**config.mk**
```make
export PLATFORM = sky130hd
export DESIGN_NAME = bp_bht_update_queue
export DESIGN_NICKNAME = d
export VERILOG_FILES = /design/src/rtl/bp_bht_update_queue.sv
export SDC_FILE = /design/constraint.sdc
export NUM_CORES = 1
export LEC_CHECK = 0
export ABC_AREA = 1
export ABC_CLOCK_PERIOD_IN_PS = 7200
export CELL_PAD_IN_SITES_DETAIL_PLACEMENT = 1
export CELL_PAD_IN_SITES_GLOBAL_PLACEMENT = 1
export CORE_MARGIN = 2
export CORE_UTILIZATION = 40
export DETAILED_ROUTE_END_ITERATION = 7
export GPL_TIMING_DRIVEN = 1
export PLACE_DENSITY_LB_ADDON = 0.25
export SYNTH_ARGS = -nofsm -noshare
export SYNTH_HDL_FRONTEND = slang
export SYNTH_SLANG_ARGS = --single-unit
```
**constraint.sdc**
```tcl
create_clock -name clk_i -period 7.2 [get_ports clk_i]
set_input_delay 1.08 -clock clk_i [delete_from_list [all_inputs] [get_ports clk_i]]
set_output_delay 1.08 -clock clk_i [all_outputs]
set_load 0.01 [all_outputs]
```
**src/rtl/bp_bht_update_queue.sv**
```systemverilog
// In-order queue of fetch-time branch predictions that drives the BHT update port on resolution.
// Optional build macro BP_UPDQ_STATS_EN adds a saturating mispredict counter output.
module bp_bht_update_queue #(
    parameter int PC_W     = 32,
    parameter int DEPTH_LG = 3
) (
    input  logic                clk_i,
    input  logic                reset_i,
    input  logic                flush_i,
    input  logic                pred_v_i,
    output logic                pred_ready_o,
    input  logic [PC_W-1:0]     pred_pc_i,
    input  logic                pred_taken_i,
    input  logic                res_v_i,
    input  logic                res_taken_i,
    output logic                bht_w_o,
    output logic [PC_W-1:0]     bht_w_pc_o,
    output logic                correct_o,
    output logic [DEPTH_LG:0]   count_o,
`ifdef BP_UPDQ_STATS_EN
    output logic [31:0]         mispredict_cnt_o,
`endif
    output logic                underflow_o
);

    localparam int DEPTH = 1 << DEPTH_LG;
    localparam logic [DEPTH_LG:0] PTR_ZERO = {(DEPTH_LG+1){1'b0}};
    localparam logic [DEPTH_LG:0] PTR_ONE  = {{DEPTH_LG{1'b0}}, 1'b1};

    logic [PC_W-1:0]     r_mem_pc    [DEPTH];
    logic                r_mem_taken [DEPTH];
    logic [DEPTH_LG:0]   r_rd_ptr;
    logic [DEPTH_LG:0]   r_wr_ptr;
    logic                r_bht_w;
    logic [PC_W-1:0]     r_bht_w_pc;
    logic                r_correct;
    logic                r_underflow;

    logic                w_empty;
    logic                w_full;
    logic                w_push;
    logic                w_pop;
    logic                w_underflow;
    logic [DEPTH_LG-1:0] w_rd_idx;
    logic [DEPTH_LG-1:0] w_wr_idx;

    // Queue status and handshake decode; ready depends only on pointer state.
    always_comb begin
        w_rd_idx    = r_rd_ptr[DEPTH_LG-1:0];
        w_wr_idx    = r_wr_ptr[DEPTH_LG-1:0];
        w_empty     = (r_rd_ptr == r_wr_ptr);
        w_full      = (w_rd_idx == w_wr_idx) && (r_rd_ptr[DEPTH_LG] != r_wr_ptr[DEPTH_LG]);
        w_push      = pred_v_i & ~w_full & ~flush_i;
        w_pop       = res_v_i & ~w_empty & ~flush_i;
        w_underflow = res_v_i & w_empty & ~flush_i;
    end

    // Entry storage; contents are don't-care after reset so no reset is applied.
    always_ff @(posedge clk_i) begin
        if (w_push) begin
            r_mem_pc[w_wr_idx]    <= pred_pc_i;
            r_mem_taken[w_wr_idx] <= pred_taken_i;
        end
    end

    // Read/write pointers; flush squashes everything outstanding.
    always_ff @(posedge clk_i or posedge reset_i) begin
        if (reset_i) begin
            r_rd_ptr <= PTR_ZERO;
            r_wr_ptr <= PTR_ZERO;
        end else if (flush_i) begin
            r_rd_ptr <= PTR_ZERO;
            r_wr_ptr <= PTR_ZERO;
        end else begin
            if (w_push) r_wr_ptr <= r_wr_ptr + PTR_ONE;
            if (w_pop)  r_rd_ptr <= r_rd_ptr + PTR_ONE;
        end
    end

    // Registered BHT update; PC and correct hold their value between pops.
    always_ff @(posedge clk_i or posedge reset_i) begin
        if (reset_i) begin
            r_bht_w     <= 1'b0;
            r_bht_w_pc  <= {PC_W{1'b0}};
            r_correct   <= 1'b0;
            r_underflow <= 1'b0;
        end else begin
            r_bht_w <= w_pop;
            if (w_pop) begin
                r_bht_w_pc <= r_mem_pc[w_rd_idx];
                r_correct  <= (r_mem_taken[w_rd_idx] == res_taken_i);
            end
            if (w_underflow) r_underflow <= 1'b1;
        end
    end

`ifdef BP_UPDQ_STATS_EN
    logic [31:0] r_mispredict_cnt;

    // Saturating count of issued updates that were mispredictions; survives flush.
    always_ff @(posedge clk_i or posedge reset_i) begin
        if (reset_i) begin
            r_mispredict_cnt <= 32'd0;
        end else if (r_bht_w && !r_correct && (r_mispredict_cnt != 32'hFFFF_FFFF)) begin
            r_mispredict_cnt <= r_mispredict_cnt + 32'd1;
        end
    end

    assign mispredict_cnt_o = r_mispredict_cnt;
`endif

    assign pred_ready_o = ~w_full;
    assign count_o      = r_wr_ptr - r_rd_ptr;
    assign bht_w_o      = r_bht_w;
    assign bht_w_pc_o   = r_bht_w_pc;
    assign correct_o    = r_correct;
    assign underflow_o  = r_underflow;

endmodule

```
## Word level (Yosys, flattened, before mapping)

Memories as Yosys holds them, arrays and structs flattened. A register that Yosys moved wholly into a read port is not among the register bits.
Index checks and enable logic that the tools add are counted.

- Memories kept: 2
- Register bits after elaboration: 11
- Word-level logic and storage cells: 32
- Bits in writable memories: 264
- Input port bits: 39

- Add/sub/neg operators: 3
- Eq/ne operators: 4
- Mux-type cells: 6
- Reductions and logical operators: 3
- Bitwise gates (word level): 9

Memories:

| name | words | width | rd ports | clocked after Yosys merged registers in | write ports | line | RTL |
|---|---|---|---|---|---|---|---|
| r_mem_pc | 8 | 32 | 1 | 1 | 1 | 30 | `logic [PC_W-1:0] r_mem_pc [DEPTH];` |
| r_mem_taken | 8 | 1 | 1 | 0 | 1 | 31 | `logic r_mem_taken [DEPTH];` |

Operators by type and width:

| operator | count |
|---|---|
| $mux W4 | 4 |
| $add A4 B1 Y4 const B | 2 |
| $and A1 B1 Y1 | 6 |
| $eq A4 B4 Y1 | 1 |
| $reduce_bool A2 Y1 | 2 |
| $sub A4 B4 Y4 | 1 |
| $eq A3 B3 Y1 | 1 |
| $not A1 Y1 | 3 |
| $mux W1 | 2 |
| $eq A1 B1 Y1 | 1 |
| $logic_and A1 B1 Y1 | 1 |
| $ne A1 B1 Y1 | 1 |

## Longest topological paths before layout

Gate-level depths: netlist of run 1.

- Word-level depth: 7
- Mapped depth: 13
- Gate-level depth less buffers: 10

## Worst setup path after synthesis of run 1

OpenSTA, ideal clock, no wires.

- Path type: reg2reg
- Start point: reg r_rd_ptr[2]
- End point: mem r_mem_pc[3][0] (enable)
- Data required time: 6735 ps
- Library setup time: 465 ps
- Clock period less this slack: 4532 ps
- Path buffers: 2
- Slack: 2668 ps
- Stages on the path, launching flop included: 12
- Arrival time: 4068 ps
- Cell sequence: dfrtp_1 > buf_2 > clkinv_1 > clkbuf_1 > ha_1 > inv_1 > nor3_1 > nand2_1 > nand2_1 > nor2_1 > inv_1 > nor3_1

- Word-level cells in the longest chain between the ends: 7

Ends and longest elaborated chain:

| item | line | RTL |
|---|---|---|
| start, declared | 32 | `logic [DEPTH_LG:0] r_rd_ptr;` |
| start signal, assigned | 76 | `if (w_pop) r_rd_ptr <= r_rd_ptr + PTR_ONE;` |
| $eq A3 B3 Y1 | 52 | `w_full = (w_rd_idx == w_wr_idx) && (r_rd_ptr[DEPTH_LG] != r_wr_ptr[DEPTH_LG]);` |
| $logic_and A1 B1 Y1 | 52 |  |
| $not A1 Y1 | n/a |  |
| net pred_ready_o | 11 | `output logic pred_ready_o,` |
| $and A1 B1 Y1 (2 in series) | 53 | `w_push = pred_v_i & ~w_full & ~flush_i;` |
| $mux W1 | 60 | `if (w_push) begin` |
| $mux W1 (implied by the code) | 61 | `r_mem_pc[w_wr_idx] <= pred_pc_i;` |
| end, declared | 30 |  |

The timed path passes the listed nets, and every way through them passes these cells.

## Final worst setup path of run 1

- Start point: reg r_rd_ptr[1]
- End point: out count_o[3]

- Word-level cells in the longest chain between the ends: 1

Ends and longest elaborated chain:

| item | line | RTL |
|---|---|---|
| $sub A4 B4 Y4 | 113 | `assign count_o = r_wr_ptr - r_rd_ptr;` |
| end, declared | 19 | `output logic [DEPTH_LG:0] count_o,` |

Every way passes these cells.

==> results of run 1 <==
==> logic make-up (layout without fill, tap and decap cells) <==
family	after synthesis	count (layout)	synth area share, %
fa+ha+maj	6	6	0.682
flops	307	307	74.3
xor+xnor	8	8	0.579
buf+inv	112	208	4.05
compound gates	235	235	11.1
simple gates	276	276	9.23
==> metal layers <==
layer	up-vias	global-route usage [%]	part of all wire (%)
met5	-	0	0
met4	0	5.50	2.3
met3	45	2.94	4.1
met2	146	30.6	49
met1	3810	25.3	45
li1	3521	-	-
==> placed cells by master, fill, tap and decap left out <==
cell             netlist  layout
edfxtp_1             264     264
nor2_1               134     129
nor2_4                 0       5
nand2_1               90      90
clkbuf_1              28      15
nor2_8                 1       1
o31ai_1                3       3
a21oi_1               33      33
inv_6                  0       1
clkinv_1               1       7
o21ai_1                1       1
xnor2_1                2       2
nand2_2                1       1
clkinv_4               0       1
ha_1                   5       5
inv_2                  2       3
dfrtp_1               43      41
dfrtp_4                0       2
o211ai_1              64      64
clkbuf_8               0       1
o21ai_0              133     133
nand3_1               46      46
buf_4                  6      14
fa_1                   1       1
clkinv_2               0       2
o21bai_1               1       1
clkdlybuf4s50_1        0      78
nor3_2                 0       3
xor2_1                 6       6
clkbuf_16              0      35
nor3_1                 4       1
inv_1                 52      51
==> where the power goes <==
part           switching, mW  total (mW)  internal [mW]
registers             0.0988        2.15           2.05
clock network          0.653        1.56          0.908
logic                  0.432       0.765          0.332
total                   1.18        4.48           3.29
==> synthesized netlist by cell type <==
master and instances:
edfxtp_1 264, nor2_1 134, o21ai_0 133, nand2_1 90
o211ai_1 64, inv_1 52, nand3_1 46, dfrtp_1 43
a21oi_1 33, clkbuf_1 28, buf_2 20, buf_4 6
xor2_1 6, ha_1 5, nor3_1 4, buf_6 3
o31ai_1 3, inv_2 2, xnor2_1 2, clkinv_1 1
fa_1 1, nand2_2 1, nor2_8 1, o21ai_1 1
o21bai_1 1
==> through the flow <==
| stage | cell area [um^2] | std cells | setup WS, ps | power [mW] |
|---|---|---|---|---|
| finish | 14300 | 1430 | 3200 | 4.48 |
| CTS | 14300 | 1430 | 3140 | 4.54 |
| global route | 14300 | 1430 | 2970 | 4.71 |
| global placement | 13300 | 1369 | 3610 | 2.94 |
| floorplan | 12100 | 944 | 2670 | 2.60 |
| detailed placement | 13300 | 1369 | 3510 | 2.96 |
==> worst paths after layout <==
check | from | cells after the start | end | slack (ps)
min reg2reg | bht_w_pc_o[0] | 2 | bht_w_pc_o[0] | 480
max in group asynchronous | reset_i | 3 | r_rd_ptr[1] | 5640
max | r_rd_ptr[1] | 6 | count_o[3] | 3200
max reg2reg | r_rd_ptr[1] | 9 | r_mem_pc[0][5] | 3630
min in group asynchronous | reset_i | 3 | bht_w_pc_o[26] | 1080
min | bht_w_pc_o[0] | 2 | bht_w_pc_o[0] | 480
==> critical path, delay by kind of cell, from the launching register on <==
family                     cells  cell delay [ps]
buffers and inverters          3              810
AOI/OAI and AO/OA              1              260
DFF                            1              840
xor gates and xnor gates       1              160
adders and majority gates      1              340
==> flip-flops by register name, indices dropped and copies added (netlist names) <==
| register | flops |
|---|---|
| bht_w_pc_o | 32 |
| r_mem_taken | 8 |
| r_rd_ptr | 4 |
| r_mem_pc | 256 |
| correct_o | 1 |
| underflow_o | 1 |
| bht_w_o | 1 |
| r_wr_ptr | 4 |
==> area by class of cell <==
cell class                 instances  area (um^2)
fill                            2996        15500
sequential                       307         9010
multi-input combinational        525         2670
clock buffer                      51          946
timing repair buffer              92          886
tap                              390          488
inverter                          55          206
clock inverter                    10         50.0
==> results.ini, run 1 <==
[grt]
overflow = 0
grt_pass1_wl_mm = 44.8
first_global_vias = 7968
grt_antenna_before_repair = 0
grt_usage_pct = 18.5
grt_max_degree = 93

[sta]
period_minus_slack_ps = 4000
hold_viol = 0
tightest_slew_ps = 1190
slew_headroom_pct = 20.7
fin_skew_ps = 11.4
finalSetupViolCount = 0
tns_ps = 0
hold_slack_ps = 475
fmax_mhz = 250
rsz0062_at_grt = false
slew_viol_final = 0
period_share_pct = 55.6

[synth]
ys_warn_count = 0
synth_nets = 989
synth_top_area_cell = edfxtp_1
netlist_area_um2 = 12100
synth_cells = 944
synth_area_leaders = edfxtp_1 65%, dfrtp_1 8.9%, o21ai_0 5.5%, nor2_1 4.2%, o211ai_1 4.0%
synth.distinct_cells = 25
ys_ff_latch = 307
yosysSeqAreaShare_pct = 74.3
syn_avg_cell_area_um2 = 12.8
synth_top_area_share_pct = 65.5

[cts]
cts.sinks = 307
numCtsBuffers = 34
h-tree-depth = 2
ctsResizeCount = 0
clock_latency_ps = 500
cts_max_path_buffers = 3
clockRootBuffer = clkbuf_16
clk_transition_reported_paths_ps = 60
cts_setup_buffers = 0
tritoncts = built
hold_buffers = 0

[detailed_routing]
drc_errors = 0
initialDrtViolationCount = 498
viasPerCell = 5.26
ant_nets = 0
via_count = 7522
dr.pass1.iters = 4
routed_wl_mm = 28.4
routedWlPerCell_um = 19.8

[floorplanning]
die_y_um = 178
num_rows = 63
dieArea_um2 = 31700
coreArea_um2 = 29700
die_w_um = 178
ioPinCount = 79
start_util_pct = 40.8

[final_layout]
area_growth_pct = 17.7
drive_gt1_share_pct = 6.63
final_util_pct = 48.0
nNetsFinal = 1060
antenna_cells = 0

[place]
io_buffers = 78
gp_congestion = 0.725
place_hpwl_mm = 15.7

[critical_path]
critPathLaunchType = flop
critPathRequiredTime_ps = 6120
critPathKind = flop to primary output
worstSetupEndpointType = primary output
worstPathCellList = inv_1 -> ha_1 -> inv_1 -> o31ai_1 -> xor2_1 -> clkdlybuf4s50_1
cp_max_fo = 61
arrival_ps = 2920
cp_slowest_stage_delay_ps = 840
slowest_stage = dfrtp_4
path_common_cell = inv_1

[pwr]
peakVddDrop_mv = 0.139
p_leak_nw = 4.96
powerDensity_nw_per_um2 = 314

[outcome]
status = finished clean

[job]
drv_cap = 0

[min_path]
min_path_type = flop to flop

Note: power is estimated with default switching activity, not from simulation.
==> run 2, diff against run 1 <==
--- a/config.mk
+++ b/config.mk
@@ -6,7 +6,7 @@
 export NUM_CORES = 1
 export LEC_CHECK = 0
 export ABC_AREA = 1
-export ABC_CLOCK_PERIOD_IN_PS = 7200
+export ABC_CLOCK_PERIOD_IN_PS = 4100
 export CELL_PAD_IN_SITES_DETAIL_PLACEMENT = 1
 export CELL_PAD_IN_SITES_GLOBAL_PLACEMENT = 1
 export CORE_MARGIN = 2
==> constraint.sdc (replaced) <==
create_clock -name clk_i -period 4.1 [get_ports clk_i]
set_input_delay 0.615 -clock clk_i [delete_from_list [all_inputs] [get_ports clk_i]]
set_output_delay 0.615 -clock clk_i [all_outputs]
set_load 0.01 [all_outputs]
==> run 2 against run 1 <==
  * Final cell count grew 0.42%
  * Critical path depth is the same
  * Power grew 81%
  * Sequential share of layout area shrank 0.78 points
  * First-iteration DRC count grew 20%
  * Flip-flop and latch count is the same
  * Sequential power grew 73%
  * Clock skew grew 7.1 ps
  * Critical endpoint unchanged
  * Count of clock-buffer cells in the layout shrank 5
  * Global-route usage grew 0.96 points
  * Cell area grew 1.2%
  * Worst setup slack lost 2500 ps
==> results.ini, run 2 (synthesis gave the netlist of run 1 again) <==
[floorplanning]
start_util_pct = 40.8  ; unchanged
ioPinCount = 79  ; unchanged
dieArea_um2 = 31700  ; unchanged
die_y_um = 178  ; unchanged
coreArea_um2 = 29700  ; unchanged
num_rows = 63  ; unchanged
die_w_um = 178  ; unchanged

[place]
dpl_cell_area_um2 = 13400  ; was 13300 um^2
dp_cells = 1375  ; was 1369
gp_congestion = 0.784  ; was 0.725
io_buffers = 78  ; unchanged
place_hpwl_mm = 16.9  ; was 15.7 mm
pre_cts_ws_ps = 977  ; was 3510 ps

[grt]
first_global_vias = 7984  ; was 7968
grt_max_degree = 101  ; was 93
grt_pass1_wl_mm = 46.6  ; was 44.8 mm
grt_antenna_before_repair = 0  ; unchanged
grt_usage_pct = 19.5  ; was 18.5%
overflow = 0  ; unchanged

[sta]
final.setup.worst_slack_ps = 663  ; was 3200 ps
tns_ps = 0  ; unchanged
hold_viol = 0  ; unchanged
slew_headroom_pct = 33.0  ; was 20.7%
period_share_pct = 83.8
rsz0062_at_grt = false  ; unchanged
slew_viol_final = 0  ; unchanged
tightest_slew_ps = 1010  ; was 1190 ps
finalSetupViolCount = 0  ; unchanged
fin_skew_ps = 18.5  ; was 11.4 ps
fmax_mhz = 291
period_minus_slack_ps = 3440

[final_layout]
regMostFlops = r_mem_pc  ; unchanged
antenna_cells = 0  ; unchanged
fin_area_um2 = 14400  ; was 14300 um^2
layout_commonest_cell = edfxtp_1  ; unchanged
largest_reg_flops = 256  ; unchanged
area_growth_pct = 19.2  ; was 17.7%
stdcell_count = 1436  ; was 1430
layout_common_cells = 264 x edfxtp_1, 133 x o21ai_0, 129 x nor2_1, 90 x nand2_1, 78 x clkdlybuf4s50_1  ; unchanged
final_util_pct = 48.6  ; was 48.0%
drive_gt1_share_pct = 8.03  ; was 6.63%
nNetsFinal = 1066  ; was 1060

[min_path]
hold_depth = 2  ; unchanged
min_path_type = flop to flop  ; unchanged

[detailed_routing]
routed_wl_mm = 30.0  ; was 28.4 mm
routedWlPerCell_um = 20.9  ; was 19.8 um
dr.pass1.iters = 5  ; was 4
viasPerCell = 5.33  ; was 5.26
initialDrtViolationCount = 598  ; was 498
via_count = 7655  ; was 7522
drc_errors = 0  ; unchanged
ant_nets = 0  ; unchanged

[cts]
cts.sinks = 307  ; unchanged
hold_buffers = 0  ; unchanged
cts_max_path_buffers = 3  ; unchanged
clk_transition_reported_paths_ps = 60  ; about the same
tritoncts = built  ; unchanged
clockRootBuffer = clkbuf_16  ; unchanged
h-tree-depth = 2  ; unchanged
clock_latency_ps = 510  ; was 500 ps
cts_setup_buffers = 0  ; unchanged
ctsResizeCount = 0  ; unchanged
numCtsBuffers = 34  ; unchanged

[job]
drv_cap = 0  ; unchanged

[critical_path]
critPathKind = flop to primary output  ; unchanged
arrival_ps = 2820  ; was 2920 ps
worstSetupEndpointType = primary output  ; unchanged
cp_max_fo = 37  ; was 61
critPathLaunchType = flop  ; unchanged
ff2ff_path_depth = 10  ; was 9
critPathRequiredTime_ps = 3480  ; was 6120 ps

[outcome]
status = finished clean  ; unchanged

[pwr]
peakVddDrop_mv = 0.311  ; was 0.139 mV
p_leak_nw = 5.04  ; was 4.96 nW
powerDensity_nw_per_um2 = 562  ; was 314 nW/um^2

[run 2: where the power goes]
group | leakage, nW | total (mW) | internal [mW] | switching (mW)
Sequential | 2.92 | 3.71 | 3.60 | 0.113
Combinational | 1.60 | 1.45 | 0.603 | 0.850
Clock | 0.521 | 2.95 | 1.75 | 1.20
Total | 5.04 | 8.12 | 5.96 | 2.16
[run 2: path summary, 6_finish.rpt]
kind	endpoint	from	slack, ps
worst max-delay path	count_o[3]	r_rd_ptr[1]	660
worst min-delay path	bht_w_pc_o[30]	bht_w_pc_o[30]	480
worst max register to register	r_mem_pc[2][24]	r_rd_ptr[1]	930
worst min register to register	bht_w_pc_o[30]	bht_w_pc_o[30]	480
max in group asynchronous	bht_w_pc_o[23]	reset_i	2850
min in group asynchronous	r_rd_ptr[0]	reset_i	520
[run 2: layer usage]
layer  GRT usage [%]  wire length, um  vias up
met4            4.44              490        0
met1            26.2            13400     3894
met2            33.3            14700      176
met5               0                0        -
li1                -                -     3546
met3            3.15             1390       39
[run 2: final cells by class]
cell class / instances / area (um^2)
clock inverters: 15 / 131
well taps: 390 / 488
flip-flops and latches: 307 / 9010
inverters: 55 / 206
repair buffers: 98 / 981
clock buffers: 46 / 947
fillers: 3021 / 15300
multi-input cells: 525 / 2670
[run 2: per-stage QoR]
| step | power (mW) | hold slack, ps |
|---|---|---|
| after floorplan | 4.56 | 513 |
| after global placement | 5.21 | 465 |
| after detailed placement | 5.25 | 466 |
| after CTS | 8.21 | 484 |
| after global routing | 8.50 | 499 |
| final | 8.12 | 479 |
[run 2: worst max-delay path, stage by stage (launching register included)]
cell and delay, ps:
dfrtp_4 700, inv_1 160, ha_1 310, inv_1 50, o31ai_1 320, xor2_1 210, clkdlybuf4s50_1 570
